## src/rtl/sort_pkg.sv

```systemverilog
// rtl/sort_pkg.sv - shared constants and FSM state type for the sorted-vector streamer
package sort_pkg;

    localparam int SORT_N     = 8;
    localparam int SORT_W     = 8;
    localparam int SORT_IDX_W = $clog2(SORT_N);

    typedef enum logic {
        IDLE   = 1'b0,
        STREAM = 1'b1
    } state_t;

endpackage

```

## src/rtl/sort_order_chk.sv

```systemverilog
// rtl/sort_order_chk.sv - sticky flag raised when a streamed element is smaller than its predecessor
module sort_order_chk #(
    parameter int W = 8
) (
    input  logic         clk,
    input  logic         reset,
    input  logic         clear,
    input  logic         beat,
    input  logic         first,
    input  logic [W-1:0] data,
    output logic         err
);

    logic [W-1:0] prev;

    always_ff @(posedge clk) begin
        if (!reset) begin
            prev <= '0;
            err  <= 1'b0;
        end else begin
            if (clear) begin
                err <= 1'b0;
            end else if (beat && !first && (data < prev)) begin
                err <= 1'b1;
            end
            // Only accepted beats advance the reference; stalled cycles must not.
            if (beat) begin
                prev <= data;
            end
        end
    end

endmodule

```

## src/rtl/sorted_stream_out.sv

```systemverilog
// rtl/sorted_stream_out.sv - captures a packed sorted vector and streams it lane 0 first
// Optional order checking enabled with macro SORT_CHECK_EN.
module sorted_stream_out
    import sort_pkg::*;
#(
    parameter int N = SORT_N,
    parameter int W = SORT_W
) (
    input  logic                  clk,
    input  logic                  reset,
    input  logic                  load,
    input  logic [N*W-1:0]        sorted_in,
    output logic                  busy,
    output logic [W-1:0]          out_data,
    output logic                  out_valid,
    input  logic                  out_ready,
    output logic [$clog2(N)-1:0]  out_idx,
    output logic                  out_last,
    output logic                  sort_err
);

    localparam int IW = $clog2(N);
    localparam logic [IW-1:0] LAST_IDX = IW'(N - 1);

    state_t         state;
    state_t         state_nxt;
    logic [N*W-1:0] cap;
    logic [IW-1:0]  idx;
    logic [W-1:0]   lanes [N];
    logic           load_ok;
    logic           beat;
    logic           at_last;

    assign load_ok = (state == IDLE) && load;
    assign beat    = out_valid && out_ready;
    assign at_last = (idx == LAST_IDX);

    always_comb begin
        state_nxt = state;
        case (state)
            IDLE:    if (load) state_nxt = STREAM;
            STREAM:  if (beat && at_last) state_nxt = IDLE;
            default: state_nxt = IDLE;
        endcase
    end

    always_ff @(posedge clk) begin
        if (!reset) begin
            state <= IDLE;
        end else begin
            state <= state_nxt;
        end
    end

    // Capture is gated by IDLE so sorted_in may change freely during a stream.
    always_ff @(posedge clk) begin
        if (!reset) begin
            cap <= '0;
            idx <= '0;
        end else if (load_ok) begin
            cap <= sorted_in;
            idx <= '0;
        end else if (beat && !at_last) begin
            idx <= idx + 1'b1;
        end
    end

    for (genvar k = 0; k < N; k++) begin : g_lane
        assign lanes[k] = cap[k*W +: W];
    end

    assign out_valid = (state == STREAM);
    assign busy      = out_valid;
    assign out_idx   = idx;
    assign out_data  = lanes[idx];
    assign out_last  = out_valid && at_last;

`ifdef SORT_CHECK_EN
    sort_order_chk #(
        .W (W)
    ) u_chk (
        .clk   (clk),
        .reset (reset),
        .clear (load_ok),
        .beat  (beat),
        .first (idx == '0),
        .data  (out_data),
        .err   (sort_err)
    );
`else
    assign sort_err = 1'b0;
`endif

endmodule
```

## config.mk

```make
export PLATFORM = sky130hd
export DESIGN_NAME = sorted_stream_out
export DESIGN_NICKNAME = d
export VERILOG_FILES = /design/src/rtl/sort_pkg.sv /design/src/rtl/sort_order_chk.sv /design/src/rtl/sorted_stream_out.sv
export SDC_FILE = /design/constraint.sdc
export NUM_CORES = 1
export LEC_CHECK = 0
export CAP_MARGIN = 10
export CORE_ASPECT_RATIO = 1.4
export CORE_MARGIN = 10
export CORE_UTILIZATION = 40
export DETAILED_ROUTE_END_ITERATION = 8
export GPL_TIMING_DRIVEN = 0
export PLACE_DENSITY = 0.77
export SYNTH_ARGS = -nofsm -noshare
export SYNTH_HDL_FRONTEND = slang
export SYNTH_SLANG_ARGS = --single-unit
```

## constraint.sdc

```tcl
create_clock -name clk -period 2.7 [get_ports clk]
set_input_delay 0.81 -clock clk [delete_from_list [all_inputs] [get_ports clk]]
set_output_delay 0.81 -clock clk [all_outputs]
set_load 0.005 [all_outputs]
```

==> impl_metrics.env <==
export IMPL_clock_latency_ps=350
export IMPL_dp_slack_ps=-118
export IMPL_cts_tree="done"
export IMPL_slew_violations=0
export IMPL_gr_total_overflow=0
export IMPL_rows=37
export IMPL_dpl_cell_area_sq_um=4020
export IMPL_dpl_hpwl_um=6510
export IMPL_postSynthCellCount=328
export IMPL_antenna_cells=0
export IMPL_layout_nets=507
export IMPL_power_leakage_nw=1.71
export IMPL_rrSetupSlack_ps=1010
export IMPL_htreeDepth=3
export IMPL_ys_warn_count=0
export IMPL_syn_area_sq_um=3100
export IMPL_die_y_um=124
export IMPL_powerDensity_nw_per_um2=522
export IMPL_finalCritPeriodShare_pct=101
export IMPL_maxSlewHeadroom_pct=59.6
export IMPL_cts_sinks=68
export IMPL_grt_pass1_vias=2883
export IMPL_final_cells=539
export IMPL_cts_buffer_depth=2
export IMPL_start_util_pct=41.5
export IMPL_avgSynthCellArea_sq_um=9.44
export IMPL_skew_ps=9.69
export IMPL_numCtsBuffers=9
export IMPL_syn_nets=398
export IMPL_wl_per_cell_um=17.0
export IMPL_io_buffers=80
export IMPL_grt_pass1_wl_um=14300
export IMPL_period_needed_ps=2740
export IMPL_required_ps=1890
export IMPL_ctsHoldBuffers=0
export IMPL_start_kind="flip-flop"
export IMPL_gp_congestion=0.848
export IMPL_io_pins=83
export IMPL_clock_tree_root_cell="clkbuf_8"
export IMPL_drt_wl_total_um=9170
export IMPL_fin_area_sq_um=4330
export IMPL_fmax_mhz=365
export IMPL_setup_viol=1
export IMPL_final_util_pct=58.2
export IMPL_rsz0062_at_grt="true"
export IMPL_antenna_found_initial=0
export IMPL_path_class="reg -> out"
export IMPL_ir_drop_mv=0.301
export IMPL_clk_pin_slew_ps=70
export IMPL_worst_pin_slew_ps=606
export IMPL_post_route_drc_count=0
export IMPL_arrival_ps=1930
export IMPL_critPathCaptureType="primary output"
export IMPL_die_area_sq_um=11700
export IMPL_grt_use_total_pct=16.0
export IMPL_ant_nets=0
export IMPL_fillerInstances=644
export IMPL_syn_to_final_growth_pct=40.0
export IMPL_ys_types=23
export IMPL_violations="negative setup slack"
export IMPL_firstDrtPassIters=4
export IMPL_crit_fanout=5
export IMPL_yosysSeqAreaShare_pct=44.0
export IMPL_status="finished, violations left"
export IMPL_drt_iter0_drc=169
export IMPL_grt_max_degree=13
export IMPL_num_vias=2674
export IMPL_ys_seq_elements=68
export IMPL_core_sq_um=7450
export IMPL_hp_class="reg -> reg"
export IMPL_place_inst=505
export IMPL_setup_ws_ps=-38.3
export IMPL_maxCapViolCount=0
export IMPL_post_drt_via_cell_ratio=4.96
export IMPL_dieWidth_um=94.4
export IMPL_drive_gt1_share_pct=17.4
export IMPL_final_hold_violation_count=0
-- state kept, by name, summed over array words and instances (netlist names) --
name     count
cap         64
busy         1
out_idx      3
-- Yosys cell counts --
library cell  count  area [sq um]
nand2_1         129           484
a21boi_0          5          37.5
and2_1            1          6.26
buf_8             2          30.0
mux2i_1           2          20.0
nand3b_1          1          7.51
dfxtp_1          68          1360
buf_2             3          15.0
a31oi_1           1          6.26
buf_1            10          37.5
ha_1              2          25.0
nand2b_1          1          6.26
clkbuf_1          9          33.8
buf_4             2          15.0
buf_6             2          22.5
mux2_2            8          90.1
a21boi_1         59           443
nor2b_1           1          6.26
o21ai_0           1          5.00
xor2_1            1          8.76
mux4_1           16           420
nor2_1            3          11.3
conb_1            1          3.75
-- layout make-up --
class,count,area (sq um),share of cell area (%)
clock inverter,7,67.6,1.56
multi-input combinational,232,1540,35.6
sequential,68,1360,31.5
timing repair buffer,99,967,22.3
tap,97,121,2.80
clock buffer,9,124,2.86
buffer,27,146,3.38
-- logic make-up (layout without fill, tap and decap cells) --
group | count (synthesis) | count (layout) | share of synthesized area (%)
mux | 26 | 26 | 17.1
simple gates | 136 | 136 | 16.8
buf+inv | 28 | 142 | 4.97
fa+ha+maj | 2 | 2 | 0.808
other cells | 1 | 1 | 0.121
compound gates | 66 | 66 | 15.9
xor+xnor | 1 | 1 | 0.283
flops | 68 | 68 | 44.0
-- report_power, final --
part / switching, mW / internal [mW]
Sequential: 0.0331 / 1.06
Clock: 0.401 / 0.422
Combinational: 0.144 / 0.203
-- critical path, cell delays in order, from the launching register on --
cell     delay (ps)
dfxtp_2         350
buf_8           130
buf_6           110
buf_6            90
mux4_2          480
mux2_4          300
buf_6           120
-- worst paths after layout --
path / to / start / depth (start not counted)
max: out_data[7] / out_idx[0] / 6
min: cap[19] / cap[19] / 2
max reg2reg: cap[0] / busy / 5
min reg2reg: cap[19] / cap[19] / 2
-- stage by stage --
stage / total power, mW / hold WS, ps / setup TNS (ps)
floorplan: 1.26 / 430 / 0
global placement: 1.43 / 437 / -131
detailed placement: 1.44 / 441 / -203
CTS: 2.26 / 457 / -98.7
global route: 2.35 / 476 / -271
finish: 2.26 / 457 / -38.3
-- what timing repair did --
| action | 4_1_cts | 5_1_grt |
|---|---|---|
| setup endpoints to repair | 8 | 9 |
| gates resized for setup | 60 | 11 |
| buffers inserted | 15 | 4 |
| endpoints found under the hold margin | 0 | 0 |
-- layer usage --
layer | up-vias | global-route usage (%) | routed length [um]
li1 | 1311 | - | -
met1 | 1254 | 17.5 | 3570
met2 | 91 | 26.9 | 4620
met3 | 18 | 4.03 | 685
met4 | 0 | 10.1 | 292
met5 | - | 0 | 0
-- cells in the final DEF (no fill, tap or decap), drive strengths merged --
cell type | synthesis | layout
dlymetal6s2s | 0 | 1
nand2b | 1 | 1
nor2b | 1 | 1
a31oi | 1 | 1
nand2 | 129 | 129
and2 | 1 | 1
mux2i | 2 | 2
a21boi | 64 | 64
bufinv | 0 | 1
xor2 | 1 | 1
nor2 | 3 | 3
mux4 | 16 | 16
conb | 1 | 1
clkinv | 0 | 6
clkbuf | 9 | 19
nand3b | 1 | 1
o21ai | 1 | 1
ha | 2 | 2
mux2 | 8 | 8
dfxtp | 68 | 68
buf | 19 | 44
clkdlybuf4s50 | 0 | 71
No activity file was read; power rests on OpenSTA's default activity.
